[src/rtl/kbest_frame_sequencer.sv]
// Frame sequencer for the 4x4 16QAM K-best detector core: beat strobes to the core,
// fixed-latency frame tracking and an output decision FIFO with frame credits.
module kbest_frame_sequencer #(
   parameter int IN_WL      = 15,
   parameter int BEATS      = 10,
   parameter int LATENCY    = 132,
   parameter int FIFO_DEPTH = 16
) (
   input  logic             clk,
   input  logic             rst,
   input  logic             in_valid,
   output logic             in_ready,
   input  logic             in_sof,
   input  logic [IN_WL-1:0] in_d0,
   input  logic [IN_WL-1:0] in_d1,
   input  logic [IN_WL-1:0] in_d2,
   input  logic [IN_WL-1:0] in_d3,
   output logic             core_we,
   output logic [3:0]       core_beat,
   output logic [IN_WL-1:0] core_d0,
   output logic [IN_WL-1:0] core_d1,
   output logic [IN_WL-1:0] core_d2,
   output logic [IN_WL-1:0] core_d3,
   input  logic [15:0]      core_x,
   output logic             x_valid,
   input  logic             x_ready,
   output logic [15:0]      x_data,
   output logic [7:0]       x_frame_id,
   output logic             err_framing,
   output logic             err_gap,
   output logic             busy
);
   localparam int TOK_D = LATENCY - (BEATS - 1);
   localparam int AW    = $clog2(FIFO_DEPTH);
   localparam int CW    = AW + 1;

   typedef enum logic {IDLE, LOAD} state_t;

   state_t          state;
   logic [3:0]      beat;
   logic [TOK_D-1:0] tok_sr;
   logic [CW-1:0]   tok_cnt, fifo_cnt, tok_cnt_n, fifo_cnt_n;
   logic [AW-1:0]   wr_ptr, rd_ptr;
   logic [7:0]      retire_cnt;
   logic [23:0]     fifo_mem [FIFO_DEPTH];

   logic accept, last_beat, emerge, pop, load_n, credit_n, write_beat;

   always_comb begin
      accept     = in_valid & in_ready;
      last_beat  = (state == LOAD) & in_valid & ~in_sof & (beat == 4'(BEATS - 1));
      emerge     = tok_sr[TOK_D-1];
      pop        = x_valid & x_ready;
      write_beat = accept & (in_sof | (state == LOAD));
      load_n     = (state == IDLE) ? (accept & in_sof) : (in_valid & ~last_beat);
      tok_cnt_n  = tok_cnt + CW'(last_beat) - CW'(emerge);
      fifo_cnt_n = fifo_cnt + CW'(emerge) - CW'(pop);
      // in_ready is registered, so the credit test looks at next-cycle occupancy
      credit_n   = ({1'b0, tok_cnt_n} + {1'b0, fifo_cnt_n}) < (CW+1)'(FIFO_DEPTH);
   end

   always_ff @(posedge clk or negedge rst) begin
      if (!rst) begin
         state       <= IDLE;
         beat        <= '0;
         in_ready    <= 1'b0;
         core_we     <= 1'b0;
         core_beat   <= '0;
         core_d0     <= '0;
         core_d1     <= '0;
         core_d2     <= '0;
         core_d3     <= '0;
         tok_sr      <= '0;
         tok_cnt     <= '0;
         fifo_cnt    <= '0;
         wr_ptr      <= '0;
         rd_ptr      <= '0;
         retire_cnt  <= '0;
         err_framing <= 1'b0;
         err_gap     <= 1'b0;
      end else begin
         core_we <= write_beat;
         if (write_beat) begin
            core_beat <= in_sof ? 4'd0 : beat;
            core_d0   <= in_d0;
            core_d1   <= in_d1;
            core_d2   <= in_d2;
            core_d3   <= in_d3;
         end
         in_ready <= load_n | credit_n;
         tok_sr   <= {tok_sr[TOK_D-2:0], last_beat};
         tok_cnt  <= tok_cnt_n;
         fifo_cnt <= fifo_cnt_n;
         if (emerge) begin
            wr_ptr     <= wr_ptr + 1'b1;
            retire_cnt <= retire_cnt + 8'd1;
         end
         if (pop)
            rd_ptr <= rd_ptr + 1'b1;
         case (state)
            IDLE: begin
               if (accept) begin
                  if (in_sof) begin
                     state <= LOAD;
                     beat  <= 4'd1;
                  end else begin
                     err_framing <= 1'b1;
                  end
               end
            end
            LOAD: begin
               if (!in_valid) begin
                  err_gap <= 1'b1;
                  state   <= IDLE;
                  beat    <= '0;
               end else if (in_sof) begin
                  err_framing <= 1'b1;
                  beat        <= 4'd1;
               end else if (last_beat) begin
                  state <= IDLE;
                  beat  <= '0;
               end else begin
                  beat <= beat + 4'd1;
               end
            end
            default: state <= IDLE;
         endcase
      end
   end

   always_ff @(posedge clk) begin
      if (emerge)
         fifo_mem[wr_ptr] <= {core_x, retire_cnt};
   end

   assign x_valid    = (fifo_cnt != '0);
   assign x_data     = x_valid ? fifo_mem[rd_ptr][23:8] : '0;
   assign x_frame_id = x_valid ? fifo_mem[rd_ptr][7:0] : '0;
   assign busy       = (state == LOAD) | (tok_cnt != '0);

   a_no_overflow: assert property (@(posedge clk) disable iff (!rst)
      !(emerge && !pop && fifo_cnt == CW'(FIFO_DEPTH)));
endmodule

[config.mk]
export PLATFORM = sky130hd
export DESIGN_NAME = kbest_frame_sequencer
export DESIGN_NICKNAME = d
export VERILOG_FILES = /design/src/rtl/kbest_frame_sequencer.sv
export SDC_FILE = /design/constraint.sdc
export NUM_CORES = 1
export LEC_CHECK = 0
export ABC_AREA = 1
export CORE_UTILIZATION = 35
export DETAILED_ROUTE_END_ITERATION = 16
export DONT_BUFFER_PORTS = 1
export PLACE_DENSITY_LB_ADDON = 0.15
export SKIP_CTS_REPAIR_TIMING = 1
export SLEW_MARGIN = 20
export SYNTH_ARGS = -nofsm -noshare
export SYNTH_HDL_FRONTEND = slang
export SYNTH_SLANG_ARGS = --single-unit
[constraint.sdc]
create_clock -name clk -period 3.4 [get_ports clk]
set_input_delay 0.34 -clock clk [delete_from_list [all_inputs] [get_ports clk]]
set_output_delay 0.34 -clock clk [all_outputs]
set_load 0.005 [all_outputs]
# == Word-level counts from Yosys, hierarchy flattened ==
# Memory sizes are Yosys's and may differ from the RTL's.
# Index checks and enable logic that the tools add are counted.
# W data, S select, Z words.
# totals
n_memories,1
word_cells,77
output_inout_bits,94
ram_bits,384
rom_bits,0
inputBits,81
latch_bits,0
ff_bits,222
# memory_table
name,depth,width,rd,rd_clocked_by_memory_dff,write_ports,line,rtl
fifo_mem,16,24,1,0,1,45,logic [23:0] fifo_mem [FIFO_DEPTH];
# classes
n_eq_ne,6
n_div,0
n_mul,0
magnitude_cmp,1
bitwise_logic,15
add_sub_neg,9
shifts,0
mux,23
reduce_logical,5
# ops
cell,n
$mux W4,6
$mux W16,1
$add A4 B1 Y4 const B,3
$mux W1,12
$add A5 B1 Y5,2
$ne A2 B2 Y1 const B,5
$reduce_bool A5 Y1,2
$sub A5 B1 Y5,2
$add A8 B1 Y8 const B,1
$and A1 B1 Y1,8
$mux W8,1
$pmux W4 S2,1
$add A5 B5 Y6,1
$lt A6 B5 Y1 const B,1
$eq A4 B4 Y1 const B,1
$not A1 Y1,4
$pmux W1 S2,2
$reduce_and A2 Y1,2
$reduce_and A4 Y1,1
$or A1 B1 Y1,3

# == Logic depth before layout (Yosys ltp) ==
# Gate-level depths: netlist (run 1).
# logic_depth
depth_word,8
ltp_mapped,17

# == Worst setup path after synthesis (run 1) ==
# No wires, ideal clock.
# synth_timing
kind,register to register
from,reg fifo_cnt[3]
to,reg in_ready
setup_ns,0.069
t_arrival_ns,2.792
required_ns,3.331
path_stages_with_launch,18
period_less_slack_ns,2.861
slack_ns,0.539
cell_sequence,dfrtp_1 > inv_1 > ha_1 > nand3_1 > nand2_1 > inv_1 > ha_1 > inv_1 > ha_1 > fa_1 > a21oi_1 > nor2_1 > nor2_1 > xor2_1 > ha_1 > nor3_1 > o21ai_0 > nand3_1
# synth_via
elab_chain_len,6
# synth_lines
item,line,rtl
"start, declared",42,"logic [CW-1:0] tok_cnt, fifo_cnt, tok_cnt_n, fifo_cnt_n;"
"start signal, assigned",93,fifo_cnt <= fifo_cnt_n;
$reduce_bool A5 Y1,136,assign x_valid = (fifo_cnt != '0);
via x_valid,25,"output logic x_valid,"
$and A1 B1 Y1,53,pop = x_valid & x_ready;
via pop,47,"logic accept, last_beat, emerge, pop, load_n, credit_n, write_beat;"
$sub A5 B1 Y5,57,fifo_cnt_n = fifo_cnt + CW'(emerge) - CW'(pop);
via fifo_cnt_n[4],42,
$add A5 B5 Y6,59,"credit_n = ({1'b0, tok_cnt_n} + {1'b0, fifo_cnt_n}) < (CW+1)'(FIFO_DEPTH);"
$lt A6 B5 Y1,59,
$or A1 B1 Y1,90,in_ready <= load_n | credit_n;
"end signal, assigned",90,
"end, declared",12,"output logic in_ready,"
# The timed path passes the listed nets, and every way through them passes these cells.
# A chain may end at the register's enable or synchronous reset.

# == Worst setup path after layout (run 1) ==
# layout_timing
from,reg rd_ptr[0]
to,out x_frame_id[3]
# layout_via
elab_chain_len,2
# layout_lines
item,line,rtl
"start, declared",43,"logic [AW-1:0] wr_ptr, rd_ptr;"
"start signal, assigned",99,rd_ptr <= rd_ptr + 1'b1;
$mem_v2 Z16 W24,-,
$mux W8,138,assign x_frame_id = x_valid ? fifo_mem[rd_ptr][7:0] : '0;
"end, declared",28,"output logic [7:0] x_frame_id,"
# Every way passes these cells.

==> results of run 1 <==
[worst reg2reg max path: cells and delay by family, from the launching register on]
| family | cells | cell delay (ns) |
|---|---|---|
| and+or+nand+nor | 6 | 0.65 |
| adders and majority gates | 5 | 1.32 |
| xor gates and xnor gates | 1 | 0.19 |
| DFF | 1 | 0.40 |
| buffers and inverters | 3 | 0.24 |
| AOI/OAI and AO/OA | 2 | 0.25 |
[flip-flops by register name, indices dropped and copies added (netlist names)]
signal and count:
core_d1 15, beat 4, wr_ptr 4, rd_ptr 4
core_beat 4, core_d2 15, core_we 1, in_ready 1
err_gap 1, fifo_mem 384, state 1, fifo_cnt 5
core_d0 15, tok_sr 123, tok_cnt 5, err_framing 1
core_d3 15, retire_cnt 8
[kinds of logic (layout without fill, tap and decap cells)]
group / Yosys count / in the layout / share of synthesized area, %
flip-flops: 606 / 606 / 72.25
multiplexers: 1 / 1 / 0.04761
adder cells (fa/ha/maj): 26 / 26 / 1.439
buffers and inverters: 326 / 476 / 6.000
other: 0 / 1 / 0
AND/OR/NAND/NOR: 1076 / 1076 / 18.49
XOR/XNOR: 21 / 21 / 0.7778
AO/OA/AOI/OAI: 45 / 45 / 0.9947
[stage by stage]
step                      hold WS (ns)  util [%]  instance area (µm²)  instances  power, mW
final                          -0.5741     41.84                27760       3116      21.32
after global routing           -0.6093     41.84                27750       3115      22.56
after CTS                      -0.6194     40.65                26960       3036      21.53
after detailed placement       0.04930     37.32                24760       2915      14.19
after global placement         0.04989     37.32                24760       2915      14.15
after floorplan                0.04441         -                23650       2101      12.50
[routing by layer]
| metal | share of wire (%) | vias to the layer above | global-route usage [%] |
|---|---|---|---|
| li1 | - | 6985 | - |
| met1 | 46 | 7272 | 23.87 |
| met2 | 47 | 315 | 26.70 |
| met3 | 4.6 | 86 | 3.270 |
| met4 | 2.2 | 0 | 5.620 |
| met5 | 0 | - | 0 |
[path summary, 6_finish.rpt]
check,from,end,slack (ns),cells past startpoint
setup / recovery,rd_ptr[0],x_frame_id[3],0.26,9
setup reg to reg,beat[1],in_ready,0.30,17
max in group asynchronous,rst,rd_ptr[1],3.66,0
hold reg to reg,tok_sr[7],tok_sr[8],0.34,0
hold / removal,rst,core_d0[13],-0.57,0
min in group clk,in_sof,state,0.02,4
[Yosys cell counts (all sizes together)]
| master | count |
|---|---|
| nand2 | 789 |
| edfxtp | 384 |
| nand3 | 253 |
| inv | 227 |
| dfrtp | 222 |
| buf | 80 |
| a21oi | 31 |
| nor2 | 27 |
| ha | 24 |
| clkbuf | 16 |
| xor2 | 15 |
| o21ai | 10 |
| xnor2 | 6 |
| clkinv | 3 |
| nand4 | 3 |
| fa | 2 |
| o22ai | 2 |
| or2 | 2 |
| a31o | 1 |
| mux2 | 1 |
| nor3 | 1 |
| nor3b | 1 |
| o2111ai | 1 |
[final cells by class]
class / count / area [µm²]
Fill cell: 6253 / 38580
Sequential cell: 606 / 17100
Multi-Input combinational cell: 1169 / 5266
Clock buffer: 89 / 1822
Timing Repair Buffer: 125 / 1236
Tap cell: 864 / 1081
Inverter: 230 / 869.6
Clock inverter: 32 / 384.1
Antenna cell: 1 / 2.502
[power groups by stage]
stage,Combinational [mW],Sequential [mW],Clock (mW)
finish,5.37,8.72,7.23
global route,6.08,8.74,7.74
CTS,5.36,8.72,7.45
detailed placement,5.34,8.85,0
global placement,5.30,8.85,0
floorplan,3.88,8.62,0
==> metrics.md, run 1 <==
| Metric | Value |
|---|---|
| Status | finished, violations left |
| Failing checks | negative hold slack |
| Final Max Tran Viols | 0 |
| Switching Fraction | 33.20% |
| H-tree depth | 3 |
| Most frequent cells in the layout | nand2_1, edfxtp_1, nand3_1 |
| Initial antenna violation count | 0 |
| Synth Register Bits | 606 |
| First-pass GRT wire length | 87,400 µm |
| # rows | 94 |
| Share of layout cells above drive strength 1 | 7.330% |
| Mapped Avg Cell Area | 11.26 µm² |
| Maximum root-to-sink buffer count | 3 |
| Iter 0 DRT Violations | 1,079 |
| GRT Total Usage | 17.06% |
| Post-synth cell types | 29 |
| Share of the synthesized area in the top cell type | 48.76% |
| NetSw | 7.080 mW |
| Synth area leader | edfxtp_1 |
| Leakage | 12.25 nW |
| Core Box Area | 0.06633 mm² |
| Die height | 261.9 µm |
| Vias | 14,660 |
| Startpoint types | flop |
| Max_cap viols | 0 |
| Unrepaired setup endpoints after global routing | false |
| Gpl congestion | 0.7673 |
| Main area contributors after synthesis | edfxtp_1, dfrtp_1, nand2_1 |
| Buf/Inv on CP | 3 |
| Critical path's top delay family | buffers and inverters |
| Vias in the first global route | 13,870 |
| Slowest-stage cell, CP | inv_6 |
| Slew HR | 33.71% |
| Most common cell after layout, fill and taps aside | nand2_1 |
| Kind of critical path | flop to output pin |
| Nets | 2,306 |
| Syn Inst Count | 2,101 |
| Fmax | 0.3183 GHz |
| Dpl ws | 0.2825 ns |
| Most frequent CP cell | nand2_1 |
| GRT overflow | 0 |
| Setup Viol. Count Final | 0 |
| Slew @ Worst Pin | 0.9943 ns |
| # DRC | 0 |
| CTS buffer count | 67 |
| Die ar. | 0.06861 mm² |
| Drt first pass iters | 8 |
| Crit-path cells | inv_6 -> buf_4 -> nand2_1 -> nand2_1 -> nand2_1 -> nand3_1 -> nand3_1 -> a21oi_1 -> buf_4 |
| I/O pin count | 175 |
| Syn nets | 2,208 |
| Hold_ws | -0.5741 ns |
| Final Hold Fails | 222 |
| Critical Path RT | 3.06 ns |
| Clock latency on the worst-skew pair | 0.61 ns |
| Comb pwr share | 25.2% |
| Worst min path class | primary input to asynchronous set/reset pin |
| Peak VDD IR | 0.0006899 V |
| Port bufs | 0 |
| Initial cell density of the core | 35.65% |
| DR vias/cell | 4.704 |
| Post-Route WL | 59,070 µm |
| Root Buffer | clkbuf_16 |
| Worst-case clock skew | 0.02507 ns |
| Clock Power Share | 33.9% |
| Synth Cell Area | 0.02365 mm² |
| Pwr dens | 768.2 mW/mm² |
| Int Pwr | 14.24 mW |
| Crit-path max cell delay | 0.54 ns |
| Die Span X | 261.9 µm |
| Min Tclk post-route | 3.141 ns |
| Antenna Nets Post-Route | 0 |
| CTS tree | yes |
| Detailed placer's ending HPWL | 31,800 µm |
| Setup TNS | 0 ns |
| Worst Path Arrival | 2.80 ns |
| Crit end category | output pin |
| Largest net degree at the start of global routing | 223 |
| Sink Count | 606 |
| P&R area growth vs syn | 17.37% |
| Reg clk slew, reported paths | 0.06 ns |
| Final Worst Setup Slack | 0.2586 ns |
| Period utilization | 92.39% |
| Syn. warnings | 0 |
| Reg power frac | 40.9% |
| WL/cell | 18.96 µm |
| Post-synthesis sequential area ratio | 72.25% |
| Crit path max fanout | 80 |
Note: power is estimated with default switching activity, not from simulation.
==> inputs of run 2 (changes only) <==
- SETUP_SLACK_MARGIN: unset -> 0.3
==> metrics.md, run 2 (synthesized netlist as in run 1, its figures left out) <==
| Metric | Value |
|---|---|
| Status | finished, violations left |
| Failing checks | negative hold slack |
| Final Hold Fails | 222 (unchanged) |
| Max layer used | met4 |
| I/O pin count | 175 (unchanged) |
| Post-Route Utilization | 41.94% (+0.096 points) |
| M1 wire length | 27,660 µm (+2.2%) |
| Worst Path Arrival | 3.53 ns (+0.73 ns) |
| # DRC | 0 (unchanged) |
| Setup Viol. Count Final | 0 (unchanged) |
| Critical Path RT | 3.94 ns (+0.88 ns) |
| Routed length on met2 | 28,460 µm (+1.6%) |
| Reg clk slew, reported paths | 0.06 ns (about the same) |
| GRT overflow | 0 (unchanged) |
| Most common cell after layout, fill and taps aside | nand2_1 |
| DR vias/cell | 4.718 (+0.29%) |
| Die ar. | 0.06861 mm² (unchanged) |
| Post-Route WL | 60,040 µm (+1.7%) |
| Min Tclk post-route | 2.989 ns (-0.1521 ns) |
| Most frequent cells in the layout | nand2_1, edfxtp_1, nand3_1 |
| Period utilization | 87.92% (-4.5 points) |
| Maximum root-to-sink buffer count | 3 (unchanged) |
| Reg2reg path depth | 17 (unchanged) |
| Crit-path max cell delay | 0.44 ns (-0.10 ns) |
| Worst-case clock skew | 0.02562 ns (+0.0005530 ns) |
| Die height | 261.9 µm (unchanged) |
| Gpl congestion | 0.7673 (unchanged) |
| WL/cell | 19.26 µm (+1.6%) |
| Crit Reg-Reg Endpoint | in_ready |
| Fmax | 0.3345 GHz (+5.1%) |
| Root Buffer | clkbuf_16 |
| Slowest-stage cell, CP | fa_1 |
| Largest register FFs | 384 (unchanged) |
| CTS buffer count | 67 (unchanged) |
| Slew HR | 44.38% (+11 points) |
| # rows | 94 (unchanged) |
| Antenna Nets Post-Route | 0 (unchanged) |
| First-pass GRT wire length | 87,400 µm (unchanged) |
| Iter 0 DRT Violations | 1,172 (+8.6%) |
| Largest net degree at the start of global routing | 223 (unchanged) |
| Port bufs | 0 (unchanged) |
| Dpl ws | 0.2825 ns (unchanged) |
| Slew @ Worst Pin | 0.8342 ns (-0.1600 ns) |
| RR Startpoint | fifo_cnt[2] |
| # diodes | 0 (-1) |
| Crit-path cells | inv_1 -> ha_1 -> nand3_1 -> nand2_2 -> inv_1 -> ha_1 -> inv_1 -> ha_1 -> fa_1 -> a21oi_1 -> nor2_1 -> nor2_1 -> xor2_1 -> ha_1 -> nor3_1 -> o21ai_0 -> nand3_1 |
| P&R area growth vs syn | 17.64% |
| Biggest register | fifo_mem |
| Routed wl met3 | 2652 µm (-1.7%) |
| Kind of critical path | flop to flop |
| Most frequent CP cell | ha_1 |
| Initial cell density of the core | 35.65% (unchanged) |
| Startpoint types | flop |
| Vias | 14,710 (+0.35%) |
| Clock latency on the worst-skew pair | 0.61 ns (about the same) |
| Die Span X | 261.9 µm (unchanged) |
| Nets | 2,309 (+0.13%) |
| Initial antenna violation count | 0 (unchanged) |
| Unrepaired setup endpoints after global routing | true |
| Share of layout cells above drive strength 1 | 7.542% (+0.21 points) |
| Max_cap viols | 0 (unchanged) |
| GRT Total Usage | 17.06% (unchanged) |
| Worst min path class | primary input to asynchronous set/reset pin |
| Leakage | 12.28 nW (+0.22%) |
| Core Box Area | 0.06633 mm² (unchanged) |
| CTS tree | yes |
| Hold_ws | -0.5735 ns (+0.0006330 ns) |
| Vias in the first global route | 13,870 (unchanged) |
| Sink Count | 606 (unchanged) |
| Crit path max fanout | 2 (-98%) |
| H-tree depth | 3 (unchanged) |
| Pwr dens | 771.1 mW/mm² (+0.37%) |
| Drt first pass iters | 5 (-3) |
| Crit end category | flop |
| Biggest regs | fifo_mem x384, tok_sr x123 |
| Setup slack, reg-to-reg | 0.41 ns (+0.11 ns) |
| Final Max Tran Viols | 0 (unchanged) |
| Final Worst Setup Slack | 0.4107 ns (+0.1521 ns) |
| Peak VDD IR | 0.0004731 V (-31%) |
| Setup TNS | 0 ns (unchanged) |
| Detailed placer's ending HPWL | 31,800 µm (unchanged) |
[run 2: worst max-delay path, delay by kind of cell, from the launching register on]
kind / cells / cell delay, ns
XOR/XNOR: 1 / 0.21
flip-flops: 1 / 0.38
buffers and inverters: 3 / 0.17
AO/OA/AOI/OAI: 2 / 0.24
AND/OR/NAND/NOR: 6 / 0.59
adder cells (fa/ha/maj): 5 / 1.32
[run 2: worst max-delay path by stage]
stage | from | end | cells past startpoint
CTS | rd_ptr[0] | x_frame_id[3] | 9
global placement | beat[1] | in_ready | 17
finish | fifo_cnt[2] | in_ready | 17
floorplan | fifo_cnt[3] | in_ready | 17
detailed placement | beat[1] | in_ready | 17
global route | beat[1] | in_ready | 17
[run 2: stage by stage]
step	std cells	area (µm²)	power (mW)
2_1_floorplan	2101	23650	12.50
3_3_place_gp	2915	24760	14.15
3_5_place_dp	2915	24760	14.19
4_1_cts	3036	26960	21.53
5_1_grt	3118	27820	22.67
6_report	3118	27820	21.45
[run 2: layer usage]
metal / GRT usage [%] / vias up
li1: - / 6993
met1: 23.87 / 7334
met2: 26.70 / 298
met3: 3.270 / 85
met4: 5.620 / 0
met5: 0 / -
[run 2: area by class of cell]
class / instances / area, µm²
fill: 6244 / 38510
sequential: 606 / 17100
multi-input combinational: 1169 / 5271
clock buffer: 89 / 1822
timing repair buffer: 128 / 1286
tap: 864 / 1081
inverter: 230 / 880.8
clock inverter: 32 / 384.1
[run 2: where the power goes]
| part | switching [mW] | internal, mW | leakage, nW |
|---|---|---|---|
| Combinational | 3.73 | 1.75 | 5.06 |
| Clock | 2.96 | 4.28 | 1.07 |
| Sequential | 0.494 | 8.25 | 6.14 |
| Total | 7.18 | 14.3 | 12.3 |
